==> src/rtl/dilated_tap_buffer.sv <==
// Per-channel history ring for dilated causal convolution: keeps the last (K-1)*D+1
// accepted C-channel vectors and presents K taps spaced D samples apart, oldest first.
module dilated_tap_buffer #(
    parameter int W = 16,
    parameter int C = 1,
    parameter int K = 4,
    parameter int D = 1
) (
    input  logic               clk,
    input  logic               rst_n,
    input  logic               in_valid,
    input  logic [C*W-1:0]     in_data,
    input  logic               clear,
    output logic               out_valid,
    output logic [K*C*W-1:0]   out_taps,
    output logic               primed
);
    localparam int DEPTH = (K - 1) * D + 1;
    localparam int VW    = C * W;
    localparam int PW    = (DEPTH > 1) ? $clog2(DEPTH) : 1;
    localparam int CW    = $clog2(DEPTH + 1);

    logic [VW-1:0]    mem_q [DEPTH];
    logic [PW-1:0]    wp_q, wp_d;
    logic [CW-1:0]    cnt_q, cnt_d;
    logic [K*VW-1:0]  taps_q, taps_d;
    logic             out_valid_q;
    logic             primed_q, primed_d;
    logic             accept;

    assign accept = in_valid & ~clear;

    always_comb begin
        int rd;
        rd       = 0;
        wp_d     = (wp_q == PW'(DEPTH - 1)) ? '0 : wp_q + 1'b1;
        cnt_d    = (cnt_q == CW'(DEPTH)) ? cnt_q : cnt_q + 1'b1;
        primed_d = (cnt_q >= CW'(DEPTH - 1));
        taps_d   = '0;
        taps_d[(K-1)*VW +: VW] = in_data;
        // Older taps are read before this edge's write; offset < DEPTH, so one wrap suffices.
        for (int k = 0; k < K - 1; k++) begin
            if (int'(wp_q) >= (K - 1 - k) * D)
                rd = int'(wp_q) - (K - 1 - k) * D;
            else
                rd = int'(wp_q) + DEPTH - (K - 1 - k) * D;
            taps_d[k*VW +: VW] = mem_q[PW'(rd)];
        end
    end

    always_ff @(posedge clk or negedge rst_n) begin
        if (!rst_n) begin
            for (int i = 0; i < DEPTH; i++) mem_q[i] <= '0;
            wp_q        <= '0;
            cnt_q       <= '0;
            taps_q      <= '0;
            primed_q    <= 1'b0;
            out_valid_q <= 1'b0;
        end else if (clear) begin
            for (int i = 0; i < DEPTH; i++) mem_q[i] <= '0;
            wp_q        <= '0;
            cnt_q       <= '0;
            taps_q      <= '0;
            primed_q    <= 1'b0;
            out_valid_q <= 1'b0;
        end else if (accept) begin
            mem_q[wp_q] <= in_data;
            wp_q        <= wp_d;
            cnt_q       <= cnt_d;
            taps_q      <= taps_d;
            primed_q    <= primed_d;
            out_valid_q <= 1'b1;
        end else begin
            out_valid_q <= 1'b0;
        end
    end

    assign out_valid = out_valid_q;
    assign out_taps  = taps_q;
    assign primed    = primed_q;
endmodule

==> config.mk <==
export PLATFORM = sky130hd
export DESIGN_NAME = dilated_tap_buffer
export DESIGN_NICKNAME = d
export VERILOG_FILES = /design/src/rtl/dilated_tap_buffer.sv
export SDC_FILE = /design/constraint.sdc
export NUM_CORES = 1
export LEC_CHECK = 0
export ABC_AREA = 1
export BUFFER_PORTS_ARGS = -buffer_cell sky130_fd_sc_hd__buf_2
export CAP_MARGIN = 20
export CORE_UTILIZATION = 25
export CTS_BUF_LIST = sky130_fd_sc_hd__clkbuf_2 sky130_fd_sc_hd__clkbuf_4 sky130_fd_sc_hd__clkbuf_8
export DETAILED_ROUTE_END_ITERATION = 16
export PLACE_DENSITY = 0.38
export SLEW_MARGIN = 20
export SYNTH_ARGS = -nofsm -noshare
export SYNTH_HDL_FRONTEND = slang
export SYNTH_SLANG_ARGS = --single-unit
==> constraint.sdc <==
create_clock -name clk -period 5.3 [get_ports clk]
set_clock_uncertainty 0.1 [all_clocks]
set_input_delay 1.06 -clock clk [delete_from_list [all_inputs] [get_ports clk]]
set_output_delay 1.06 -clock clk [all_outputs]
set_load 0.01 [all_outputs]
==> results.txt <==
capturing point of the worst reg2reg path - mem_q[40]
clock network fraction of total power - 0.372
DP HPWL - 12.3 mm
DR iter-0 viols - 331
f_max - 355 MHz
TritonCTS clock tree - yes
mux share of post-synthesis cell area - 0
total track usage - 0.162
worst slew pin tran - 0.905 ns
critical path endpoint - out_taps[13]
wire length per cell - 17.2 um
Syn Inst Count - 740
Final setup viols - 0
CP required - 5.59 ns
hold path cells - 2
post-CTS sizing - 0
area grow syn2layout - 15.8%
IO Port Bufs - 85
NetSw - 0.000679 W
DIE AREA - 0.0255 mm^2
Antenna Cells - 0
Initial DRT Pass Iterations - 5
endpoint class of the critical path - register
Syn Nets - 767
Yosys reg bits - 135
CP startpoint - clear
layout cells sized above 1 - 0.173
Startpoint Class - primary input
power per cell area - 297 mW/mm^2
final core occ - 0.295
# rows - 57
synth warn - 0
reg2reg path depth - 5
synth top area cells - dfrtp_1, nand2_1, nand3_1, o21ai_0, o22ai_1
Die X - 160 um
Simple-Gate Fraction of Synth Area - 0.283
final hold vios - 0
critical setup path kind - primary input to register
pin count of the biggest net entering global routing - 99
Remaining Overflow, GRT - 0
die boundary height - 160 um
Antenna Nets Post-Route - 0
number of global-route vias before repair - 5054
Final min period - 2.82 ns
worst setup margin - 2.48 ns
RR Startpoint - wp_q[0]
clock slew at reported path FFs - 0.10 ns
H-Tree Depth - 4
status - complete, no violations
Pleak - 3.54 nW
# IOs - 86
dpl ws - 1.97 ns
R2R Setup Slk - 2.80 ns
CTS max path bufs - 2
first-pass GRT wire length - 30.9 mm
RSZ-0062 raised after global routing - no
complex-gate fraction of the synthesized area - 0.0887
syn avg cell area - 8.40 um^2
CP Data Arrival Time - 3.10 ns
Root Buffer - clkbuf_8
DR vias - 5200
top cell type's share of synthesized area - 0.543
fillcell total - 2683
Hold WC Path Type - register to register
Starting Density - 0.255
CORE AREA - 0.0244 mm^2
final net count - 834
CTS Buf Count - 17
Comb pwr share - 0.117
setup bufs post-CTS - 0
critical path fanouts, max - 37
sequential share of power - 0.511
area share of fa/ha/maj cells after synthesis - 0.0141
Internal - 0.00146 W
routability cong. - 0.734
setup TNS - 0 ns
xor/xnor cell area share of the yosys netlist - 0
Post-Syn Area - 0.00622 mm^2
Hold Buf Count CTS - 0
largest family of logic cells by synthesized area - simple AND/OR/NAND/NOR gates
clk sinks - 135
worst vdd ir - 0.111 mV
register area share after synthesis - 0.543
Relative slew margins - 0.395
Tcrit/Tclk final - 0.532
clk_lat worst skew - 0.45 ns
vias per cell - 4.55
Switching Fraction - 0.317
initial antenna violation count - 0
fin. max-slew vios - 0
detailed-route wire length - 19.7 mm
Synth cell types - 21
number of max-cap violations - 0
DRC - 0
Design Power - 0.00214 W
largest area contributor in the netlist - dfrtp_1
==> synth_stat cells (all sizes together) <==
cell type and number:
buf 35, inv 45, nand2 290, clkinv 1, nand3 113, o22ai 33
clkbuf 9, ha 7, nor2 3, o21ai 69, dfrtp 135
==> cells in the final DEF (no fill, tap or decap) <==
| master | count |
|---|---|
| nand2_1 | 279 |
| dfrtp_1 | 134 |
| nand3_1 | 113 |
| buf_2 | 84 |
| o21ai_0 | 46 |
| inv_1 | 41 |
| o22ai_1 | 33 |
| o21ai_1 | 23 |
| clkbuf_8 | 17 |
| nand2_4 | 10 |
| ha_1 | 7 |
| buf_4 | 7 |
| clkinvlp_4 | 6 |
| inv_6 | 4 |
| inv_2 | 3 |
| clkinv_4 | 3 |
| nor2_4 | 2 |
| clkinv_1 | 1 |
| inv_4 | 1 |
| nand2_2 | 1 |
| nor2_1 | 1 |
| clkinv_2 | 1 |
| inv_8 | 1 |
| buf_6 | 1 |
| dfrtp_2 | 1 |
==> worst min path at each step <==
stage / start / slack, ns / end
floorplan: cnt_q[1] / 0.37 / cnt_q[1]
global placement: out_taps[56] / 0.36 / out_taps[56]
detailed placement: out_taps[59] / 0.36 / out_taps[59]
CTS: out_taps[59] / 0.38 / out_taps[59]
global route: out_taps[58] / 0.40 / out_taps[58]
finish: out_taps[58] / 0.38 / out_taps[58]
==> area by class of cell <==
class                   instances  area (um^2)  share of cell area
inverters                      46          175              0.0243
clock inverters                15          123              0.0170
multi-input cells             515         2400               0.333
flip-flops and latches        135         3380               0.469
clock buffers                  17          234              0.0325
repair buffers                 92          484              0.0673
well taps                     324          405              0.0563
==> per-layer routing <==
metal | routed length (um) | vias to the layer above | track usage
li1 | - | 2558 | -
met1 | 10300 | 2527 | 0.240
met2 | 8460 | 105 | 0.237
met3 | 705 | 10 | 0.0330
met4 | 161 | 0 | 0.0398
met5 | 0 | - | 0
==> kinds of logic (layout without fill, tap and decap cells) <==
logic type | count (synthesis) | in the layout
AND/OR/NAND/NOR | 406 | 406
flip-flops | 135 | 135
AO/OA/AOI/OAI | 102 | 102
buffers and inverters | 90 | 170
adder cells (fa/ha/maj) | 7 | 7
==> registers in the layout, indices dropped and copies added, names as in the netlist <==
signal,cells
out_valid,1
out_taps,64
primed,1
wp_q,2
cnt_q,3
mem_q,64
==> worst max-delay path, cell delays in order <==
cell     delay, ns
buf_2         0.11
inv_2         0.53
nand2_2       0.21
inv_2         0.47
buf_4         0.46
nand2_1       0.11
nand3_1       0.10
==> power groups by stage <==
stage | sequential [W] | clock [W] | combinational, W
after floorplan | 0.00112 | 0 | 0.000145
after global placement | 0.00111 | 0 | 0.000257
after detailed placement | 0.00111 | 0 | 0.000257
after CTS | 0.00109 | 0.000829 | 0.000258
after global routing | 0.00110 | 0.000869 | 0.000281
final | 0.00109 | 0.000796 | 0.000250
==> stage by stage <==
step	instance area, um^2	cells	hold slack [ns]
after global routing	7200	1144	0.402
final	7200	1144	0.378
after floorplan	6220	740	0.367
after global placement	6840	1112	0.359
after CTS	7200	1144	0.383
after detailed placement	6840	1112	0.358
No activity file was read; power rests on OpenSTA's default activity.
